**config.mk**
```make
export PLATFORM = sky130hd
export DESIGN_NAME = apb_req_fifo_pkt_flat
export DESIGN_NICKNAME = d
export VERILOG_FILES = /design/src/rtl/apb_req_fifo_pkt_if.sv /design/src/rtl/apb_req_fifo_pkt.sv /design/src/flat_wrapper.sv
export SDC_FILE = /design/constraint.sdc
export NUM_CORES = 1
export LEC_CHECK = 0
export ABC_CLOCK_PERIOD_IN_PS = 10600
export CAP_MARGIN = 20
export CORE_ASPECT_RATIO = 1.75
export CORE_MARGIN = 8
export CORE_UTILIZATION = 50
export CTS_CLUSTER_SIZE = 14
export DETAILED_ROUTE_END_ITERATION = 8
export HOLD_SLACK_MARGIN = 0.05
export PLACE_DENSITY_LB_ADDON = 0.12
export SYNTH_ARGS = -nofsm -noshare
export SYNTH_HDL_FRONTEND = slang
export SYNTH_SLANG_ARGS = --single-unit
```
**constraint.sdc**
```tcl
create_clock -name clk -period 10.6 [get_ports clk]
set_input_delay 1.59 -clock clk [delete_from_list [all_inputs] [get_ports clk]]
set_output_delay 1.59 -clock clk [all_outputs]
set_load 0.02 [all_outputs]
```
**src/rtl/apb_req_fifo_pkt_if.sv**
```systemverilog
// Request-FIFO handshake bundle: APB-slave push side and arbiter pop side.
// Parity ports exist only when REQ_FIFO_PARITY_EN is defined.
interface apb_req_fifo_pkt_if #(
  parameter int DEPTH = 8,
  parameter int AW    = 32,
  parameter int DW    = 32
);
  localparam int CW = $clog2(DEPTH) + 1;

  logic          push_in;
  logic          push_write_in;
  logic [AW-1:0] push_addr_in;
  logic [DW-1:0] push_wdata_in;
  logic          data_in_ack;
  logic          full_o;
  logic          almost_full_o;
  logic [CW-1:0] count_o;
  logic          pop_in;
  logic          arb_req;
  logic          pkt_write_o;
  logic [AW-1:0] pkt_addr_o;
  logic [DW-1:0] pkt_wdata_o;
  logic          overflow_o;
  logic          underflow_o;
`ifdef REQ_FIFO_PARITY_EN
  logic          parity_inject_i;
  logic          parity_err_o;
`endif

  modport master (
    output push_in, push_write_in, push_addr_in, push_wdata_in, pop_in,
`ifdef REQ_FIFO_PARITY_EN
    output parity_inject_i,
    input  parity_err_o,
`endif
    input  data_in_ack, full_o, almost_full_o, count_o, arb_req,
           pkt_write_o, pkt_addr_o, pkt_wdata_o, overflow_o, underflow_o
  );

  modport slave (
    input  push_in, push_write_in, push_addr_in, push_wdata_in, pop_in,
`ifdef REQ_FIFO_PARITY_EN
    input  parity_inject_i,
    output parity_err_o,
`endif
    output data_in_ack, full_o, almost_full_o, count_o, arb_req,
           pkt_write_o, pkt_addr_o, pkt_wdata_o, overflow_o, underflow_o
  );
endinterface

```
**src/rtl/apb_req_fifo_pkt.sv**
```systemverilog
// FWFT request-packet FIFO between APB slave and arbiter, with count, almost-full,
// flush and sticky overflow/underflow. Optional parity: define REQ_FIFO_PARITY_EN.
module apb_req_fifo_pkt #(
  parameter int DEPTH        = 8,
  parameter int AW           = 32,
  parameter int DW           = 32,
  parameter int AFULL_THRESH = 6
) (
  input  logic                clk,
  input  logic                reset,
  input  logic                clear_i,
  apb_req_fifo_pkt_if.slave   bus
);
  localparam int PTR_W = $clog2(DEPTH);
  localparam int CW    = PTR_W + 1;
  localparam int PW    = 1 + AW + DW;
`ifdef REQ_FIFO_PARITY_EN
  localparam int EW    = PW + 1;
`else
  localparam int EW    = PW;
`endif
  localparam logic [CW-1:0] FULL_CNT  = CW'(DEPTH);
  localparam logic [CW-1:0] AFULL_CNT = CW'(AFULL_THRESH);

  logic [EW-1:0]    r_mem [DEPTH];
  logic [PTR_W-1:0] r_wr_ptr;
  logic [PTR_W-1:0] r_rd_ptr;
  logic [CW-1:0]    r_count;
  logic             r_ovf;
  logic             r_udf;

  logic             w_full;
  logic             w_nempty;
  logic             w_push_ok;
  logic             w_pop_ok;
  logic [PW-1:0]    w_pkt;
  logic [EW-1:0]    w_wentry;
  logic [EW-1:0]    w_head;
  logic [PW-1:0]    w_head_pkt;

  always_comb begin
    w_full     = (r_count == FULL_CNT);
    w_nempty   = (r_count != '0);
    w_push_ok  = bus.push_in & ~w_full & ~clear_i;
    w_pop_ok   = bus.pop_in & w_nempty & ~clear_i;
    w_pkt      = {bus.push_write_in, bus.push_addr_in, bus.push_wdata_in};
`ifdef REQ_FIFO_PARITY_EN
    w_wentry   = {(^w_pkt) ^ bus.parity_inject_i, w_pkt};
`else
    w_wentry   = w_pkt;
`endif
    w_head     = r_mem[r_rd_ptr];
    w_head_pkt = w_nempty ? w_head[PW-1:0] : '0;
  end

  assign bus.data_in_ack   = w_push_ok;
  assign bus.full_o        = w_full;
  assign bus.almost_full_o = (r_count >= AFULL_CNT);
  assign bus.count_o       = r_count;
  assign bus.arb_req       = w_nempty;
  assign bus.pkt_write_o   = w_head_pkt[PW-1];
  assign bus.pkt_addr_o    = w_head_pkt[AW+DW-1:DW];
  assign bus.pkt_wdata_o   = w_head_pkt[DW-1:0];
  assign bus.overflow_o    = r_ovf;
  assign bus.underflow_o   = r_udf;
`ifdef REQ_FIFO_PARITY_EN
  // Stored bit is even parity over the packet, so a mismatch means corruption or injection.
  assign bus.parity_err_o  = w_nempty & ((^w_head[PW-1:0]) != w_head[EW-1]);
`endif

  // Storage is deliberately left out of reset.
  always_ff @(posedge clk) begin
    if (w_push_ok) r_mem[r_wr_ptr] <= w_wentry;
  end

  always_ff @(posedge clk or negedge reset) begin
    if (!reset) begin
      r_wr_ptr <= '0;
      r_rd_ptr <= '0;
      r_count  <= '0;
      r_ovf    <= 1'b0;
      r_udf    <= 1'b0;
    end else if (clear_i) begin
      r_wr_ptr <= '0;
      r_rd_ptr <= '0;
      r_count  <= '0;
      r_ovf    <= 1'b0;
      r_udf    <= 1'b0;
    end else begin
      if (w_push_ok) r_wr_ptr <= r_wr_ptr + PTR_W'(1);
      if (w_pop_ok)  r_rd_ptr <= r_rd_ptr + PTR_W'(1);
      r_count <= r_count + CW'(w_push_ok) - CW'(w_pop_ok);
      r_ovf   <= r_ovf | (bus.push_in & w_full);
      r_udf   <= r_udf | (bus.pop_in & ~w_nempty);
    end
  end
endmodule

```
**src/flat_wrapper.sv**
```systemverilog
// flat-port wrapper written by rule: the top's interface ports become plain ports
module apb_req_fifo_pkt_flat 
#(
  parameter int DEPTH        = 8,
  parameter int AW           = 32,
  parameter int DW           = 32,
  parameter int AFULL_THRESH = 6
)
  (clk, reset, clear_i, bus_push_in, bus_push_write_in, bus_push_addr_in, bus_push_wdata_in, bus_pop_in, bus_data_in_ack, bus_full_o, bus_almost_full_o, bus_count_o, bus_arb_req, bus_pkt_write_o, bus_pkt_addr_o, bus_pkt_wdata_o, bus_overflow_o, bus_underflow_o);
  apb_req_fifo_pkt_if #(.DEPTH(DEPTH), .AW(AW), .DW(DW)) bus_i ();
  input  logic clk;
  input  logic reset;
  input  logic clear_i;
  input wire logic [$bits(bus_i.push_in)-1:0] bus_push_in;
  input wire logic [$bits(bus_i.push_write_in)-1:0] bus_push_write_in;
  input wire logic [$bits(bus_i.push_addr_in)-1:0] bus_push_addr_in;
  input wire logic [$bits(bus_i.push_wdata_in)-1:0] bus_push_wdata_in;
  input wire logic [$bits(bus_i.pop_in)-1:0] bus_pop_in;
  output wire logic [$bits(bus_i.data_in_ack)-1:0] bus_data_in_ack;
  output wire logic [$bits(bus_i.full_o)-1:0] bus_full_o;
  output wire logic [$bits(bus_i.almost_full_o)-1:0] bus_almost_full_o;
  output wire logic [$bits(bus_i.count_o)-1:0] bus_count_o;
  output wire logic [$bits(bus_i.arb_req)-1:0] bus_arb_req;
  output wire logic [$bits(bus_i.pkt_write_o)-1:0] bus_pkt_write_o;
  output wire logic [$bits(bus_i.pkt_addr_o)-1:0] bus_pkt_addr_o;
  output wire logic [$bits(bus_i.pkt_wdata_o)-1:0] bus_pkt_wdata_o;
  output wire logic [$bits(bus_i.overflow_o)-1:0] bus_overflow_o;
  output wire logic [$bits(bus_i.underflow_o)-1:0] bus_underflow_o;
  assign bus_i.push_in = bus_push_in;
  assign bus_i.push_write_in = bus_push_write_in;
  assign bus_i.push_addr_in = bus_push_addr_in;
  assign bus_i.push_wdata_in = bus_push_wdata_in;
  assign bus_i.pop_in = bus_pop_in;
  assign bus_data_in_ack = bus_i.data_in_ack;
  assign bus_full_o = bus_i.full_o;
  assign bus_almost_full_o = bus_i.almost_full_o;
  assign bus_count_o = bus_i.count_o;
  assign bus_arb_req = bus_i.arb_req;
  assign bus_pkt_write_o = bus_i.pkt_write_o;
  assign bus_pkt_addr_o = bus_i.pkt_addr_o;
  assign bus_pkt_wdata_o = bus_i.pkt_wdata_o;
  assign bus_overflow_o = bus_i.overflow_o;
  assign bus_underflow_o = bus_i.underflow_o;
  apb_req_fifo_pkt #(.DEPTH(DEPTH), .AW(AW), .DW(DW), .AFULL_THRESH(AFULL_THRESH)) u_core (.clk(clk), .reset(reset), .clear_i(clear_i), .bus(bus_i));
endmodule
```
==> impl_metrics.env <==
export IMPL_drive_above_1_share_pct=21.0
export IMPL_seqPwrFrac_pct=45.2
export IMPL_cts_tree="yes"
export IMPL_wl_mm=41.0
export IMPL_postSynthCellCount=846
export IMPL_worstMarginPinSlew_ps=1060
export IMPL_dp_hpwl_mm=21.1
export IMPL_ys_flop_type="edfxtp_1"
export IMPL_ys_async_sr_fraction_pct=2.26
export IMPL_wl_per_cell_um=26.6
export IMPL_avgSynthCellArea_um2=23.8
export IMPL_hold_violations=0
export IMPL_numPortBuffers=144
export IMPL_num_vias=9109
export IMPL_fin_nets=1091
export IMPL_synth_nets=926
export IMPL_cts_sinks=532
export IMPL_post_cts_setup_buffers=0
export IMPL_final_cell_mix="edfxtp_1, clkdlybuf4s50_1, mux4_2"
export IMPL_synth_seq_area_share_pct=78.9
export IMPL_cp_max_fo=92
export IMPL_synthAdderAreaFrac_pct=0.657
export IMPL_p_sw_share_pct=27.3
export IMPL_period_share_pct=50.4
export IMPL_run_status="finished clean"
export IMPL_synthXorXnorAreaFrac_pct=0.0434
export IMPL_rsz0062_at_grt="no"
export IMPL_worstPathRequired_ps=9010
export IMPL_p_int_uw=3940
export IMPL_viasPerCell=5.91
export IMPL_cts_made_buffers=47
export IMPL_grt_remaining_overflow=0
export IMPL_io_pins=145
export IMPL_dieWidth_um=168
export IMPL_min_path_type="reg2reg"
export IMPL_post_cts_resize_count=0
export IMPL_cap_viol_max_count=0
export IMPL_area_delta_synth_final_pct=16.9
export IMPL_finalCriticalPeriod_ps=5340
export IMPL_synth_simple_gate_area_share_pct=0.980
export IMPL_slew_headroom_pct=29.4
export IMPL_ys_seq_elements=532
export IMPL_drt_iter0_drc=507
export IMPL_setup_violations=0
export IMPL_grt_pass1_vias=10200
export IMPL_vdd_drop_max_uv=219
export IMPL_p_switching_uw=1480
export IMPL_synthMuxAreaShare_pct=14.7
export IMPL_grtUsageTotal_pct=17.7
export IMPL_clkPwrFrac_pct=29.3
export IMPL_dieArea_mm2=0.0473
export IMPL_cts_max_path_buffers=3
export IMPL_core_mm2=0.0399
export IMPL_clockRootBuffer="clkbuf_16"
export IMPL_clk_pin_slew_ps=60
export IMPL_clk_latency_ps=550
export IMPL_worstSetupPathType="reg2out"
export IMPL_max_freq_ghz=0.187
export IMPL_grt_pass1_wl_mm=62.4
export IMPL_firstDrtPassIters=5
export IMPL_dp_slack_ps=5610
export IMPL_diodes=0
export IMPL_power_density_mw_per_mm2=230
export IMPL_skew_ps=7.66
export IMPL_synth_top_family_by_area="multiplexers"
export IMPL_hold_buffers=0
export IMPL_highest_layer="met5"
export IMPL_route_layer_met1_wl_mm=16.3
export IMPL_synth_distinct_cells=29
export IMPL_worstPathArrival_ps=3750
export IMPL_synth_edf_count=520
export IMPL_chipHeight_um=282
export IMPL_antenna_found_initial=3
export IMPL_wl_met2_mm=21.9
export IMPL_start_kind="flip-flop"
export IMPL_drc_errors=0
export IMPL_ys_warn_count=0
export IMPL_ctsHtreeMaxLevel=2
export IMPL_std_cell_rows=97
export IMPL_worst_slack_ps=5260
export IMPL_synth_compound_area_share_pct=3.13
export IMPL_wl_met3_mm=2.15
export IMPL_end_kind="output pin"
export IMPL_p_leak_uw=0.00740
export IMPL_layout_commonest_cell="edfxtp_1"
export IMPL_antenna_left=0
export IMPL_grt_max_degree=93
export IMPL_fin_hold_ws_ps=513
export IMPL_initial_core_util_pct=50.5
export IMPL_p_comb_share_pct=25.5
export IMPL_synth_area_mm2=0.0202
export IMPL_fin_setup_tns_ps=0
export IMPL_maxSlewViolCount=0
export IMPL_gp_congestion=0.714
[through the flow]
stage               total power (µW)  instance area (µm²)  utilization, %  std cells
floorplan                       3340                20200               -        846
global placement                3910                22200            55.5       1456
global route                    5640                23600            59.1       1542
CTS                             5500                23600            59.0       1541
finish                          5420                23600            59.1       1542
detailed placement              3910                22200            55.5       1456
[cells in the mapped netlist (all sizes together) (4+ instances only)]
cell / number / share of area (%)
buf: 30 / 1.1
inv: 10 / 0.19
nor3: 6 / 0.15
nor2: 10 / 0.19
ha: 9 / 0.56
nand3: 4 / 0.099
clkbuf: 16 / 0.30
dfrtp: 12 / 1.5
a21oi: 7 / 0.17
edfxtp: 520 / 77
a22o: 65 / 2.8
mux4: 130 / 15
o21ai: 4 / 0.099
nor2b: 5 / 0.16
[metal layers]
metal	track usage, %	up-vias
met1	21.5	4879
li1	-	3955
met2	31.5	216
met5	0	-
met4	4.66	6
met3	3.83	53
[kinds of logic (layout without fill, tap and decap cells)]
logic type / Yosys count / after routing
simple gates: 37 / 37
compound gates: 77 / 77
xor+xnor: 1 / 1
mux: 133 / 133
flops: 532 / 532
fa+ha+maj: 10 / 10
buf+inv: 56 / 257
[worst paths after layout]
path | from | end | depth (start not counted) | slack (ps)
max | u_core.r_rd_ptr[0]$_DFFE_PN0P_ | bus_pkt_wdata_o[12] | 4 | 5260
min | u_core.bus.underflow_o$_DFF_PN0_ | u_core.bus.underflow_o$_DFF_PN0_ | 2 | 510
max reg2reg | u_core.bus.count_o[2]$_DFF_PN0_ | u_core.r_mem[7][26]$_DFFE_PP_ | 6 | 7290
min reg2reg | u_core.bus.underflow_o$_DFF_PN0_ | u_core.bus.underflow_o$_DFF_PN0_ | 2 | 510
max in group asynchronous | reset | u_core.r_rd_ptr[0]$_DFFE_PN0P_ | 1 | 8750
min in group asynchronous | reset | u_core.r_rd_ptr[2]$_DFFE_PN0P_ | 1 | 1410
[area by class of cell]
| class | count | area, µm² |
|---|---|---|
| Clock buffer | 68 | 1320 |
| Clock inverter | 17 | 93.8 |
| Fill cell | 2875 | 16300 |
| Inverter | 10 | 37.5 |
| Multi-Input combinational cell | 258 | 3990 |
| Sequential cell | 532 | 15900 |
| Tap cell | 495 | 619 |
| Timing Repair Buffer | 162 | 1610 |
[state kept, by name (all words and copies together) (netlist names)]
name,flops
u_core.r_mem,520
u_core.bus.count_o,4
u_core.r_rd_ptr,3
u_core.r_wr_ptr,3
u_core.bus.overflow_o,1
u_core.bus.underflow_o,1
[power groups by stage]
stage | combinational, µW | clock (µW) | sequential, µW
after floorplan | 881 | 0 | 2460
after global placement | 1410 | 0 | 2500
after detailed placement | 1410 | 0 | 2500
after CTS | 1420 | 1630 | 2450
after global routing | 1480 | 1700 | 2460
final | 1380 | 1590 | 2450
[worst max-delay path, stage by stage (launching register included)]
cell,delay [ps]
dfrtp_4,990
buf_12,650
mux4_2,590
a22o_1,280
clkdlybuf4s50_1,560
Power figures use the tool's default switching activity.
